## src/rtl/apb_master.sv

```systemverilog
// APB requester: turns one valid/ready command into one APB transfer and
// returns the result on a valid/ready response port, with a wait-state watchdog.
module apb_master #(
  parameter int ADDR_W  = 32,
  parameter int DATA_W  = 32,
  parameter int TIMEOUT = 16
) (
  input  logic              p_clk,
  input  logic              p_reset,
  input  logic              cmd_valid,
  output logic              cmd_ready,
  input  logic              cmd_write,
  input  logic [ADDR_W-1:0] cmd_addr,
  input  logic [DATA_W-1:0] cmd_wdata,
  output logic              rsp_valid,
  input  logic              rsp_ready,
  output logic [DATA_W-1:0] rsp_rdata,
  output logic              rsp_slverr,
  output logic              rsp_timeout,
  output logic [ADDR_W-1:0] p_add,
  output logic              p_sel,
  output logic              p_enable,
  output logic              p_write,
  output logic [DATA_W-1:0] p_wdata,
  input  logic [DATA_W-1:0] p_rdata,
  input  logic              p_ready,
  input  logic              p_slverr
);

  typedef enum logic [1:0] {
    S_IDLE,
    S_SETUP,
    S_ACCESS,
    S_RESP
  } state_t;

  // A TIMEOUT of 0 wraps the limit to all-ones, but the enable gates it off.
  localparam logic [15:0] LP_WAIT_LIMIT = 16'(TIMEOUT - 1);
  localparam bit          LP_WDOG_EN    = (TIMEOUT != 0);

  state_t              r_state;
  logic [15:0]         r_wait_cnt;
  logic                r_cmd_ready;
  logic                r_rsp_valid;
  logic [DATA_W-1:0]   r_rsp_rdata;
  logic                r_rsp_slverr;
  logic                r_rsp_timeout;
  logic [ADDR_W-1:0]   r_p_add;
  logic                r_p_sel;
  logic                r_p_enable;
  logic                r_p_write;
  logic [DATA_W-1:0]   r_p_wdata;

  logic w_cmd_fire;
  logic w_rsp_fire;
  logic w_timeout_hit;

  assign w_cmd_fire    = cmd_valid && r_cmd_ready;
  assign w_rsp_fire    = r_rsp_valid && rsp_ready;
  assign w_timeout_hit = LP_WDOG_EN && (r_wait_cnt == LP_WAIT_LIMIT) && !p_ready;

  always_ff @(posedge p_clk or negedge p_reset) begin
    if (!p_reset) begin
      r_state       <= S_IDLE;
      r_wait_cnt    <= '0;
      r_cmd_ready   <= 1'b0;
      r_rsp_valid   <= 1'b0;
      r_rsp_rdata   <= '0;
      r_rsp_slverr  <= 1'b0;
      r_rsp_timeout <= 1'b0;
      r_p_add       <= '0;
      r_p_sel       <= 1'b0;
      r_p_enable    <= 1'b0;
      r_p_write     <= 1'b0;
      r_p_wdata     <= '0;
    end else begin
      case (r_state)
        S_IDLE: begin
          r_cmd_ready <= !w_cmd_fire;
          if (w_cmd_fire) begin
            r_p_add    <= cmd_addr;
            r_p_write  <= cmd_write;
            r_p_wdata  <= cmd_wdata;
            r_p_sel    <= 1'b1;
            r_p_enable <= 1'b0;
            r_state    <= S_SETUP;
          end
        end

        S_SETUP: begin
          r_p_enable <= 1'b1;
          r_wait_cnt <= '0;
          r_state    <= S_ACCESS;
        end

        // Slave completion wins over the watchdog when both land on one edge.
        S_ACCESS: begin
          if (p_ready) begin
            r_rsp_rdata   <= r_p_write ? '0 : p_rdata;
            r_rsp_slverr  <= p_slverr;
            r_rsp_timeout <= 1'b0;
            r_rsp_valid   <= 1'b1;
            r_p_sel       <= 1'b0;
            r_p_enable    <= 1'b0;
            r_wait_cnt    <= '0;
            r_state       <= S_RESP;
          end else if (w_timeout_hit) begin
            r_rsp_rdata   <= '0;
            r_rsp_slverr  <= 1'b1;
            r_rsp_timeout <= 1'b1;
            r_rsp_valid   <= 1'b1;
            r_p_sel       <= 1'b0;
            r_p_enable    <= 1'b0;
            r_wait_cnt    <= '0;
            r_state       <= S_RESP;
          end else if (r_wait_cnt != 16'hFFFF) begin
            r_wait_cnt <= r_wait_cnt + 16'd1;
          end
        end

        S_RESP: begin
          if (w_rsp_fire) begin
            r_rsp_valid <= 1'b0;
            r_cmd_ready <= 1'b1;
            r_state     <= S_IDLE;
          end
        end

        default: begin
          r_state     <= S_IDLE;
          r_p_sel     <= 1'b0;
          r_p_enable  <= 1'b0;
          r_rsp_valid <= 1'b0;
          r_cmd_ready <= 1'b0;
          r_wait_cnt  <= '0;
        end
      endcase
    end
  end

  assign cmd_ready   = r_cmd_ready;
  assign rsp_valid   = r_rsp_valid;
  assign rsp_rdata   = r_rsp_rdata;
  assign rsp_slverr  = r_rsp_slverr;
  assign rsp_timeout = r_rsp_timeout;
  assign p_add       = r_p_add;
  assign p_sel       = r_p_sel;
  assign p_enable    = r_p_enable;
  assign p_write     = r_p_write;
  assign p_wdata     = r_p_wdata;

endmodule

```

## config.mk

```make
export PLATFORM = sky130hd
export DESIGN_NAME = apb_master
export DESIGN_NICKNAME = d
export VERILOG_FILES = /design/src/rtl/apb_master.sv
export SDC_FILE = /design/constraint.sdc
export NUM_CORES = 1
export LEC_CHECK = 0
export BUFFER_PORTS_ARGS = -buffer_cell sky130_fd_sc_hd__buf_4
export CORE_MARGIN = 5
export CORE_UTILIZATION = 40
export DETAILED_ROUTE_END_ITERATION = 10
export PLACE_DENSITY = 0.66
export SLEW_MARGIN = 10
export SYNTH_ARGS = -nofsm -noshare
export SYNTH_HDL_FRONTEND = slang
export SYNTH_SLANG_ARGS = --single-unit
export TNS_END_PERCENT = 5
```

## constraint.sdc

```tcl
create_clock -name p_clk -period 3.7 [get_ports p_clk]
set_input_delay 0.74 -clock p_clk [delete_from_list [all_inputs] [get_ports p_clk]]
set_output_delay 0.74 -clock p_clk [all_outputs]
set_load 0.03 [all_outputs]
```

### Yosys cells after proc, flatten, opt, wreduce, memory -nomap -nowiden

Index checks and enable logic that the tools add are counted.

| word-level totals | value |
|---|---|
| input port bits | 103 |
| output and inout port bits | 103 |
| register bits after elaboration | 121 |
| logic and storage cells | 68 |

| cells by class | value |
|---|---|
| add/sub/neg operators | 1 |
| reductions and logical operators | 20 |
| multiplexer cells | 26 |
| eq/ne operators | 9 |

Operators by type and width:

| kind | number |
|---|---|
| $mux W32 | 3 |
| $mux W16 | 3 |
| $pmux W16 S2 | 1 |
| $add A16 B1 Y16 const B | 1 |
| $eq A16 B4 Y1 const B | 1 |
| $ne A16 B16 Y1 const B | 1 |
| $reduce_and A3 Y1 | 4 |
| $mux W1 | 10 |
| $reduce_bool A2 Y1 | 5 |
| $mux W2 | 4 |
| $pmux W2 S4 | 1 |
| $reduce_and A2 Y1 | 4 |
| $pmux W1 S2 | 3 |
| $eq A2 B2 Y1 const B | 2 |
| $ne A2 B2 Y1 const B | 2 |
| $ne A4 B4 Y1 const B | 1 |
| $logic_and A1 B1 Y1 | 3 |
| $ne A3 B3 Y1 const B | 1 |
| $pmux W1 S3 | 1 |
| $reduce_bool A3 Y1 | 1 |
| $eq A2 B1 Y1 const B | 1 |
| $logic_not A1 Y1 | 2 |
| $logic_not A2 Y1 | 1 |

### Depth between registers and ports, before layout

| logic depth | value |
|---|---|
| word-level depth | 5 |
| gate-level depth with buffers | 9 |

### Worst setup path before layout

Ideal clock, no wire load.

| timing | value |
|---|---|
| path type | register to register |
| start point | register r_state[0] |
| end point | register r_wait_cnt[4] |
| arrival | 1.826 ns |
| data required time | 3.624 ns |
| period minus slack after synthesis | 1.903 ns |
| cell stages (with the launch flop) | 9 |
| setup slack | 1.797 ns |
| cell sequence | dfrtp_1 inv_1 ha_1 clkbuf_1 nand3b_1 a41oi_2 nand2b_1 or3b_1 o21ai_1 |

| on the way | value |
|---|---|
| longest elaborated chain between the ends | 3 |
| elaborated cells on any way between the ends | 6 |
| those cells by class | eq/ne (3); mux (1); reduce/logical (2) |

Ends and longest elaborated chain:

| what | line | source |
|---|---|---|
| start, declared | 41 | `state_t r_state;` |
| start signal, assigned | 64 | `r_state <= S_IDLE;` |
| start signal, assigned | 86 | `r_state <= S_SETUP;` |
| start signal, assigned | 93 | `r_state <= S_ACCESS;` |
| $eq A2 B2 Y1 or $eq A2 B1 Y1 (tied branches) | 77 | `case (r_state)` |
| $ne A4 B4 Y1 (no source line) or $reduce_bool A2 Y1 (tied branches) | - |  |
| $reduce_and A2 Y1 (no source line) | - |  |
| end signal, assigned | 117 | `r_wait_cnt <= r_wait_cnt + 16'd1;` |
| end, declared | 42 | `logic [15:0] r_wait_cnt;` |

Several ways; a longest one is shown, not always the timed one.
A chain may end at the register's enable or synchronous reset.

### Final worst setup path

Ends and elaborated chain as after synthesis.

==> run metrics <==
Post-synth ARST share=100%; total grt overflow=0; crit end category=register; Initial Util=41.1%; share of cells above drive strength 1=48.0%; Post-synth EDFFs=0; area leader, netlist=dfrtp_1; global-route total usage across every layer=17.6%; H-tree depth=4; Worst Reg-to-Reg Cells=7; ys flop type=dfrtp_1; FF-to-FF End=r_wait_cnt[4]; Core Area=12700 um^2; root buffer cell=clkbuf_16; largest family of logic cells by synthesized area=multiplexers; Fill cells=1044; RR Startpoint=r_state[0]; simple-gate share of the synthesized area=12.9%; CTS clk-pin slew, worst paths=0.05 ns; CTS buffer count=17; XOR/XNOR Fraction of Synth Area=0%; adder-cell share of the synthesized area=1.68%; Switching Fraction=39.6%; max incr delay on CP=0.63 ns; Yosys cell types=51; Die H=124 um; slowest stage cell, crit path=ha_1; Rows=41; initial antenna violation count=0; Final setup viols=0; post-synthesis compound-gate area fraction=about a tenth; top-area cell type share of the netlist area=58.2%; vias in the first global route=roughly 4200; critical-path cell list=inv_1 -> ha_1 -> nand3b_1 -> a41oi_2 -> nand2b_1 -> or3b_1 -> o21ai_1; area growth from synthesis to layout=42.7%; CTS sink cnt=121; Via-to-Cell Ratio=4.99; # DRC=0; Startpoint Class=register; Nets=between 700 and 800; Synth Cell Area=5200 um^2; Synth Net Count=550; largest net degree at the start of global routing=122; GPL Wtd Cong=0.893; Fmax=435 MHz; Critical Path AT=~2.6 ns; CTS tree=done; DRT Pass-1 Iters=4; setup bufs post-CTS=0; Critical Path RT=between 4 and 5 ns; Rel. slew slack=between 30% and 40%; reg2reg setup slack=1.40 ns; HPWL after detailed placement=roughly 9800 um; RSZ-0062 raised after global routing=no; mux cell area share after synthesis=14.5%; Hold-fix buffers, CTS=0; Synth Warn #=0; Clock power frac=between 20% and 30%; crit-path max FO=17; DR vias=4109; Yosys reg bits=121; Die Width=124 um; Pwr per Cell Area=between 900 and 1000 nW/um^2; post-CTS resize count=0; post-route ant nets=0; critical path class=register to register; commonest cells in the netlist=dfrtp_1, nand2_1, mux2_2; pre-CTS setup slack=1.38 ns; LEAKAGE=3.55 nW; Final min period=2.30 ns; TNS Setup=0 ns; sequential power share=31.6%; # IOs=206; Final Skew=0.00538 ns; Skew-Pair Late Insertion Delay=0.41 ns; top-count cell post-synth=dfrtp_1; first-pass GRT wire length=20800 um; final hold vios=0; syn avg cell area=11.8 um^2; # diodes=0; Cell Int Power=0.00410 W; CTS max path bufs=2; Post-Syn Instances=between 400 and 500; synth top area cells=dfrtp_1, mux2_2, nand2_1; max-slew violations=0; status=finished, final reports clean; sequential area share after synthesis=about three fifths; peak supply drop=0.000514 V; ratio of final minimum period to clock period=62.1%; die area=15400 um^2; Port Buffers=around 200; Worst Hold Class=primary input to async pin; Final WS setup=approximately 1.4 ns; Detailed Route Iter0 Violations=roughly 340; Psw=0.00269 W; combinational power share=45.8%; Worst Max-Slew Pin Slew=0.936 ns; Routed WL=13600 um; Max Cap Viol=0; Worst Setup SP=r_state[0]; WL/cell=16.5 um
[routing by layer]
metal  up-vias  wire (um)  GRT usage, %
met5         -          0             0
met4         0        257          7.39
met3        25       1040          5.59
met2       151       7110          30.5
met1      1992       5200          20.0
li1       1941          -             -
[cell type report]
cell class | count | area (um^2) | share of cell area (%)
multi-input combinational | 288 | 2040 | 27.4
clock buffer | 28 | 517 | 6.96
timing repair buffer | 208 | 1570 | 21.2
tap | 172 | 215 | 2.90
sequential | 121 | 3030 | 40.8
clock inverter | 2 | 35.0 | 0.472
inverter | 5 | 18.8 | 0.253
[power by group through the flow]
stage                     sequential [W]  clock, W  combinational [W]
after floorplan                  0.00313         0           0.000952
after global placement           0.00213         0            0.00310
after detailed placement         0.00217         0            0.00314
after CTS                        0.00215   0.00157            0.00315
after global routing             0.00221   0.00163            0.00332
final                            0.00214   0.00153            0.00311
[cell usage in the layout, fill, tap and decap left out, types with 5 or more instances in the layout]
master / synthesis / layout
a31oi_1: 5 / 5
clkbuf_8: 0 / 5
dfrtp_1: 121 / 121
nand3_1: 6 / 5
nor2_1: 8 / 8
clkbuf_1: 11 / 6
a21oi_1: 9 / 9
o21ai_1: 27 / 27
o21ai_0: 19 / 19
nor3_1: 5 / 5
buf_4: 1 / 207
clkbuf_16: 0 / 17
nand2_1: 87 / 87
mux2_2: 65 / 65
inv_1: 5 / 5
ha_1: 7 / 7
[worst max-delay path, delay by kind of cell, from the launching register on]
| family | cells | cell delay [ns] |
|---|---|---|
| buffers and inverters | 1 | 0.10 |
| and+or+nand+nor | 3 | 0.71 |
| AOI/OAI and AO/OA | 2 | 0.35 |
| adders and majority gates | 1 | 0.63 |
| DFF | 1 | 0.42 |
[metrics by stage]
stage	cells	instance area, um^2	utilization [%]	hold WS [ns]	total power [W]
6_report	824	7420	58.6	0.403	0.00679
2_1_floorplan	440	5200	-	0.444	0.00408
3_3_place_gp	794	6870	54.2	0.466	0.00523
3_5_place_dp	794	6870	54.2	0.478	0.00531
4_1_cts	824	7420	58.6	0.448	0.00687
5_1_grt	824	7420	58.6	0.463	0.00716
[how the worst max path moves through the flow]
stage	slack, ns	endpoint
global placement	1.44	p_wdata[2]
global route	1.21	r_wait_cnt[4]
floorplan	1.80	r_wait_cnt[4]
detailed placement	1.38	p_wdata[19]
finish	1.40	r_wait_cnt[4]
CTS	1.37	p_wdata[19]
[cell families after synthesis]
group | count (synthesis)
compound gates | 82
fa+ha+maj | 7
buf+inv | 31
flops | 121
mux | 67
simple gates | 132
[registers in the layout, summed over array words and instances, names as in the netlist, 2 cells and up]
register / count
r_state: 2
rsp_rdata: 32
p_add: 32
r_wait_cnt: 16
p_wdata: 32
No activity file was read; power rests on OpenSTA's default activity.
